==> src/rtl/delay_sched_pkg.sv <==
// ============================================================================
//  Module      : delay_sched_pkg
//  Description : Shared constants for the delay scheduler: mode encodings,
//                glitch counter width and default delay configuration.
//  Revision    : 1.0 - initial release
// ============================================================================
`default_nettype none

package delay_sched_pkg;

    // Mode encodings as seen on the mode input and held in the config register
    localparam logic MODE_TRANSPORT = 1'b0;
    localparam logic MODE_INERTIAL  = 1'b1;

    // Width of the rejected-pulse counter
    localparam int GLITCH_W = 8;

    // Default delay configuration
    localparam int DEF_MAX_DLY = 15;
    localparam int DEF_DLY_W   = 4;

endpackage : delay_sched_pkg

`default_nettype wire

==> src/rtl/delay_sched_if.sv <==
// ============================================================================
//  Module      : delay_sched_if
//  Description : Signal bundle between a stimulus source (master) and the
//                delay scheduler (slave).
//  Revision    : 1.0 - initial release
//  Signals     : a, cfg_we, dly[DLY_W], mode   master -> slave
//                y, busy                       slave  -> master
//                glitch_cnt[8]                 slave  -> master, only when
//                                              DELAY_GLITCH_CNT_EN is defined
// ============================================================================
`default_nettype none

interface delay_sched_if
    import delay_sched_pkg::*;
#(
    parameter int DLY_W = DEF_DLY_W
) ();

    logic             a;
    logic             cfg_we;
    logic [DLY_W-1:0] dly;
    logic             mode;
    logic             y;
    logic             busy;
`ifdef DELAY_GLITCH_CNT_EN
    logic [GLITCH_W-1:0] glitch_cnt;
`endif

    modport master (
        output a, cfg_we, dly, mode,
`ifdef DELAY_GLITCH_CNT_EN
        input  glitch_cnt,
`endif
        input  y, busy
    );

    modport slave (
        input  a, cfg_we, dly, mode,
`ifdef DELAY_GLITCH_CNT_EN
        output glitch_cnt,
`endif
        output y, busy
    );

endinterface : delay_sched_if

`default_nettype wire

==> src/rtl/delay_shreg.sv <==
// ============================================================================
//  Module      : delay_shreg
//  Description : MAX_DLY-deep history shift register of the input samples
//                with a selectable tap. tap==0 selects the live input, so
//                the registered output stage downstream gives a one-cycle
//                path; tap==k selects the sample taken k edges earlier.
//  Revision    : 1.0 - initial release
//  Ports       : clk, rst       clock, synchronous active-high reset
//                flush          load every stage with flush_val
//                flush_val      value loaded on flush
//                d              new sample shifted in each edge
//                tap[DLY_W]     tap select 0..MAX_DLY
//                q              selected tap (combinational)
//                taps[MAX_DLY:1] full history, taps[i] = sample i edges old
// ============================================================================
`default_nettype none

module delay_shreg #(
    parameter int MAX_DLY = 15,
    parameter int DLY_W   = 4
) (
    input  wire logic               clk,
    input  wire logic               rst,
    input  wire logic               flush,
    input  wire logic               flush_val,
    input  wire logic               d,
    input  wire logic [DLY_W-1:0]   tap,
    output logic                    q,
    output logic [MAX_DLY:1]        taps
);

    logic [MAX_DLY:1] hist_q;
    logic [MAX_DLY:1] hist_d;

    always_comb begin
        if (flush) begin
            hist_d = {MAX_DLY{flush_val}};
        end else begin
            hist_d[1] = d;
            for (int i = 2; i <= MAX_DLY; i++) begin
                hist_d[i] = hist_q[i-1];
            end
        end
    end

    always_ff @(posedge clk) begin
        if (rst) begin
            hist_q <= '0;
        end else begin
            hist_q <= hist_d;
        end
    end

    always_comb begin
        q = d;
        for (int i = 1; i <= MAX_DLY; i++) begin
            if (tap == DLY_W'(i)) begin
                q = hist_q[i];
            end
        end
    end

    assign taps = hist_q;

endmodule : delay_shreg

`default_nettype wire

==> src/rtl/delay_sched.sv <==
// ============================================================================
//  Module      : delay_sched
//  Description : Reproduces transitions of a single-bit input after a
//                programmable number of cycles, in transport mode (every
//                pulse kept) or inertial mode (pulses shorter than the delay
//                are dropped).
//  Revision    : 1.0 - initial release
//  Ports       : clk, rst       clock, synchronous active-high reset
//                bus (slave)    a, cfg_we, dly, mode in; y, busy out;
//                               glitch_cnt out when DELAY_GLITCH_CNT_EN
//  Option      : DELAY_GLITCH_CNT_EN adds an 8-bit saturating counter of
//                pulses rejected in inertial mode.
// ============================================================================
`default_nettype none

module delay_sched
    import delay_sched_pkg::*;
#(
    parameter int MAX_DLY = DEF_MAX_DLY,
    parameter int DLY_W   = DEF_DLY_W
) (
    input  wire logic      clk,
    input  wire logic      rst,
    delay_sched_if.slave   bus
);

    logic             y_q,        y_d;
    logic [DLY_W-1:0] cnt_q,      cnt_d;
    logic [DLY_W-1:0] cfg_dly_q,  cfg_dly_d;
    logic             cfg_mode_q, cfg_mode_d;

    logic             tap_val;
    logic [MAX_DLY:1] taps;
    logic [DLY_W-1:0] dly_clamped;
    logic             busy;
`ifdef DELAY_GLITCH_CNT_EN
    logic                reject;
    logic [GLITCH_W-1:0] glitch_q;
`endif

    // The history always runs, in both modes, so switching mode needs no fill.
    delay_shreg #(
        .MAX_DLY (MAX_DLY),
        .DLY_W   (DLY_W)
    ) u_shreg (
        .clk       (clk),
        .rst       (rst),
        .flush     (bus.cfg_we),
        .flush_val (y_q),
        .d         (bus.a),
        .tap       (cfg_dly_q),
        .q         (tap_val),
        .taps      (taps)
    );

    assign dly_clamped = (int'(bus.dly) > MAX_DLY) ? DLY_W'(MAX_DLY) : bus.dly;

    always_comb begin
        y_d        = y_q;
        cnt_d      = cnt_q;
        cfg_dly_d  = cfg_dly_q;
        cfg_mode_d = cfg_mode_q;
`ifdef DELAY_GLITCH_CNT_EN
        reject     = 1'b0;
`endif
        if (bus.cfg_we) begin
            // Config write flushes in-flight state; y holds, a is discarded.
            cfg_dly_d  = dly_clamped;
            cfg_mode_d = bus.mode;
            cnt_d      = '0;
        end else if (cfg_mode_q == MODE_TRANSPORT) begin
            y_d   = tap_val;
            cnt_d = '0;
        end else if (bus.a == y_q) begin
            // Input fell back before the run completed: pulse rejected.
`ifdef DELAY_GLITCH_CNT_EN
            reject = (cnt_q != '0);
`endif
            cnt_d  = '0;
        end else if (cnt_q == cfg_dly_q) begin
            y_d   = bus.a;
            cnt_d = '0;
        end else begin
            cnt_d = cnt_q + DLY_W'(1);
        end
    end

    always_ff @(posedge clk) begin
        if (rst) begin
            y_q        <= 1'b0;
            cnt_q      <= '0;
            cfg_dly_q  <= '0;
            cfg_mode_q <= MODE_TRANSPORT;
        end else begin
            y_q        <= y_d;
            cnt_q      <= cnt_d;
            cfg_dly_q  <= cfg_dly_d;
            cfg_mode_q <= cfg_mode_d;
        end
    end

    // Derived from registered state only, never from the live input.
    always_comb begin
        busy = 1'b0;
        if (cfg_mode_q == MODE_INERTIAL) begin
            busy = (cnt_q != '0);
        end else begin
            for (int i = 1; i <= MAX_DLY; i++) begin
                if ((DLY_W'(i) <= cfg_dly_q) && (taps[i] != y_q)) begin
                    busy = 1'b1;
                end
            end
        end
    end

`ifdef DELAY_GLITCH_CNT_EN
    always_ff @(posedge clk) begin
        if (rst) begin
            glitch_q <= '0;
        end else if (reject && (glitch_q != '1)) begin
            glitch_q <= glitch_q + GLITCH_W'(1);
        end
    end

    assign bus.glitch_cnt = glitch_q;
`endif

    assign bus.y    = y_q;
    assign bus.busy = busy;

endmodule : delay_sched

`default_nettype wire
==> src/flat_wrapper.sv <==
// flat-port wrapper written by rule: the top's interface ports become plain ports
module delay_sched_flat import delay_sched_pkg::*;
#(
    parameter int MAX_DLY = DEF_MAX_DLY,
    parameter int DLY_W   = DEF_DLY_W
)
  (clk, rst, bus_a, bus_cfg_we, bus_dly, bus_mode, bus_y, bus_busy);
  delay_sched_if #(.DLY_W(DLY_W)) bus_i ();
  input  wire logic clk;
  input  wire logic rst;
  input wire logic [$bits(bus_i.a)-1:0] bus_a;
  input wire logic [$bits(bus_i.cfg_we)-1:0] bus_cfg_we;
  input wire logic [$bits(bus_i.dly)-1:0] bus_dly;
  input wire logic [$bits(bus_i.mode)-1:0] bus_mode;
  output wire logic [$bits(bus_i.y)-1:0] bus_y;
  output wire logic [$bits(bus_i.busy)-1:0] bus_busy;
  assign bus_i.a = bus_a;
  assign bus_i.cfg_we = bus_cfg_we;
  assign bus_i.dly = bus_dly;
  assign bus_i.mode = bus_mode;
  assign bus_y = bus_i.y;
  assign bus_busy = bus_i.busy;
  delay_sched #(.MAX_DLY(MAX_DLY), .DLY_W(DLY_W)) u_core (.clk(clk), .rst(rst), .bus(bus_i));
endmodule
==> config.mk <==
export PLATFORM = sky130hd
export DESIGN_NAME = delay_sched_flat
export DESIGN_NICKNAME = d
export VERILOG_FILES = /design/src/rtl/delay_sched_pkg.sv /design/src/rtl/delay_sched_if.sv /design/src/rtl/delay_shreg.sv /design/src/rtl/delay_sched.sv /design/src/flat_wrapper.sv
export SDC_FILE = /design/constraint.sdc
export NUM_CORES = 1
export LEC_CHECK = 0
export BUFFER_PORTS_ARGS = -buffer_cell sky130_fd_sc_hd__buf_4
export CORE_ASPECT_RATIO = 1.75
export CORE_MARGIN = 1
export CORE_UTILIZATION = 59
export DETAILED_ROUTE_END_ITERATION = 12
export PLACE_DENSITY = 0.78
export SLEW_MARGIN = 20
export SYNTH_ARGS = -nofsm -noshare
export SYNTH_HDL_FRONTEND = slang
export SYNTH_SLANG_ARGS = --single-unit
==> constraint.sdc <==
create_clock -name clk -period 2.1 [get_ports clk]
set_input_delay 0.315 -clock clk [delete_from_list [all_inputs] [get_ports clk]]
set_output_delay 0.315 -clock clk [all_outputs]
set_load 0.02 [all_outputs]
==> summary.txt <==
Route
  • 1st-iter DRT viols: 68
  • DRC: 0
  • Vias: 1531
  • DRT antenna net count: 0
  • Initial DRT Pass Iterations: 4
  • Routed Wire Length: 4.195 mm
  • Via density: 6.487
  • WL per Instance: 17.78 um

Die
  • Initial Util: 0.6265
  • Total die area: 2897 um2
  • Top Ports: 11
  • Row cnt: 24
  • Die width: 41.12 um
  • Die height: 70.46 um
  • Core Region: 2522 um2

Yosys
  • Yosys reg bits: 25
  • Adder-cell share of the synthesized area: 0.01584
  • Post-synthesis mux area share: 0.02534
  • Synth Area in Simple Gates: 0.2367
  • Synth Area in XOR/XNOR: 0.06651
  • YS warnings: 0
  • Main combinational cell family by area after synthesis: compound AO/OA/AOI/OAI gates
  • Syn_nets: 208
  • Synthesized instance count: 197
  • Register area share after synthesis: 0.3167
  • Synth cell types: 49
  • EDFF count, synth: 0
  • Mean area per synthesized cell: 8.022 um2
  • Async SR Flop Fraction: 0
  • Most common flop cell mapped by yosys: dfxtp_1
  • Synth Area in Compound Gates: 0.2637
  • Synthesized area: 1580 um2

Cells and area
  • Antenna cells: 0
  • Layout area overhead: 13.30%
  • Cell area after layout: 1790 um2
  • Layout cells sized above 1: 0.2048
  • Layout Utilization: 0.7098
  • Most frequent cells in the layout: a21oi_1 (30), buf_4 (25), dfxtp_1 (20), nand2b_1 (18), nor2_1 (15)
  • Most common cell after layout, fill and taps aside: a21oi_1
  • Final net count: 222

Worst setup path
  • Delay-heaviest family, CP: simple AND/OR/NAND/NOR gates
  • CP Buf/Inv Count: 1
  • FF-to-FF setup slack: 0.22 ns
  • Critical Path Start Type: register
  • WP data arrival: 1.77 ns
  • Worst R2R End: u_core.bus.y
  • Critical-path top delay cell: dfxtp_4
  • Setup crit end: bus_busy
  • Crit. Startpoint: u_core.cfg_dly_q[0]
  • CP Capture Type: primary output
  • R2r startpoint: u_core.cfg_dly_q[3]
  • Worst r2r path cells: 6
  • Largest stage delay, worst path: 0.41 ns
  • CP Depth: 6
  • Max Fanout on Critical Path: 15
  • Crit path cell chain: or2_1 -> a22o_1 -> o221ai_1 -> and4_1 -> a21oi_1 -> buf_4
  • Setup CP Type: register to primary output
  • Worst EP required: 1.78 ns

Global routing
  • First-pass GRT wire length: 6.789 mm
  • Vias in the first global route: 1439
  • Largest net degree at the start of global routing: 28
  • GR Overflow Total: 0
  • Initial antenna violation count: 0
  • Total GRT Usage: 0.3318

STA
  • Clock Skew: 0.007938 ns
  • Max-slew violations: 0
  • Slew HR: 0.6673
  • Crit share post-route: 0.9924
  • Crit path time final: 2.084 ns
  • Fmax: 0.4798 GHz
  • Unrepaired setup endpoints after global routing: true
  • Fin. Hold Viols: 0
  • Worst hold slack: 0.2680 ns
  • Setup-failing EPs final: 0
  • Worst slew pin tran: 0.4979 ns

Power and ir drop
  • Leak: 0.6976 nW
  • VDD IR max: 505.0 uV
  • Power per cell area: 604.4 nW/um2

Run
  • MaxCap Viol Count: 0

Placed design
  • IO Port Bufs: 10
  • Dpl cell area: 1682 um2
  • Final HPWL DP: 2.951 mm
  • GP Congestion: 0.9076

Worst hold path
  • WHS Path Cells: 3
  • Worst min path class: input pin to register

CTS
  • Clock Path Buffers: 2
  • Clock Latency Late Sink: 0.28 ns
  • CTS sink cnt: 25
  • H-tree levels: 1
  • Clk slew on worst S/H paths: 0.10 ns
  • CTS tree: built
  • Num CTS Buffers: 3
  • CTS root buffer: clkbuf_8
  • CTS Hold Buffers Added: 0

Status
  • Status: completed
## worst min-delay path: stages
cell and delay [ns]:
buf_4 0.08, mux2i_1 0.05, nor2_1 0.07
## power breakdown
part           internal (W)  switching [W]  total (W)
clock network      0.000139       0.000166   0.000306
logic              0.000115       0.000121   0.000236
registers          0.000496      0.0000445   0.000540
## cells in the mapped netlist (2+ instances only)
master,n,area [um2]
a21oi_1,30,150.1
a221o_1,2,20.02
a31oi_1,2,12.51
a32oi_1,2,17.52
buf_2,8,40.04
buf_6,2,22.52
clkbuf_1,7,26.28
dfxtp_1,25,500.5
ha_1,2,25.02
inv_1,8,30.03
mux2i_1,4,40.04
nand2_1,10,37.54
nand2b_1,18,112.6
nand3_1,2,10.01
nor2_1,15,56.30
nor3_1,2,10.01
nor4_1,3,18.77
o211ai_1,4,30.03
o21ai_0,7,35.03
o21bai_1,2,15.01
o221ai_1,2,17.52
or3_1,3,18.77
xnor2_1,5,43.79
xor2_1,7,61.31
## per-stage QoR
step           std cells  setup slack, ns   power, W  setup TNS (ns)
2_1_floorplan        197           0.2410  0.0006970               0
5_1_grt              236         -0.06400   0.001131        -0.06400
4_1_cts              231         0.009073   0.001075               0
3_3_place_gp         227           0.1626  0.0007672               0
3_5_place_dp         227           0.1143  0.0007729               0
6_report             236          0.01600   0.001082               0
## sequential cells by signal (all words and copies together), names as in the netlist
name / flops
u_core.cfg_dly_q: 4
u_core.bus.y: 1
u_core.cfg_mode_q: 1
u_core.cnt_q: 4
u_core.u_shreg.taps: 15
## layer usage
layer	up-vias	global-route usage	part of all wire
li1	729	-	-
met1	734	0.4138	0.40
met2	53	0.5069	0.52
met3	15	0.06667	0.039
met4	0	0.1720	0.041
met5	-	0	0
## area by class of cell
cell class,count,area [um2]
clock buffer,3,41.29
clock inverter,1,8.758
fill,227,732.0
inverter,8,30.03
multi-input combinational,147,968.4
sequential,25,516.7
tap,26,32.53
timing repair buffer,26,192.7
## worst min-delay path by stage
stage	from	endpoint	slack [ns]
4_1_cts	bus_dly[1]	u_core.cfg_dly_q[1]	0.27
3_5_place_dp	u_core.u_shreg.taps[3]	u_core.u_shreg.taps[4]	0.50
6_report	bus_dly[1]	u_core.cfg_dly_q[1]	0.27
5_1_grt	bus_dly[1]	u_core.cfg_dly_q[1]	0.30
3_3_place_gp	u_core.cnt_q[0]	u_core.cnt_q[0]	0.47
2_1_floorplan	u_core.cnt_q[0]	u_core.cnt_q[0]	0.45
## logic make-up after synthesis
| family | count (synthesis) |
|---|---|
| AO/OA/AOI/OAI | 63 |
| adder cells (fa/ha/maj) | 2 |
| flip-flops | 25 |
| XOR/XNOR | 12 |
| buffers and inverters | 25 |
| AND/OR/NAND/NOR | 66 |
| multiplexers | 4 |
## repair_timing
item,in CTS,in global routing
pin swaps,0,2
endpoints found under the setup margin,1,1
gates resized for setup,8,5
cloned,0,0
setup buffers,0,5
No activity file was read; power rests on OpenSTA's default activity.
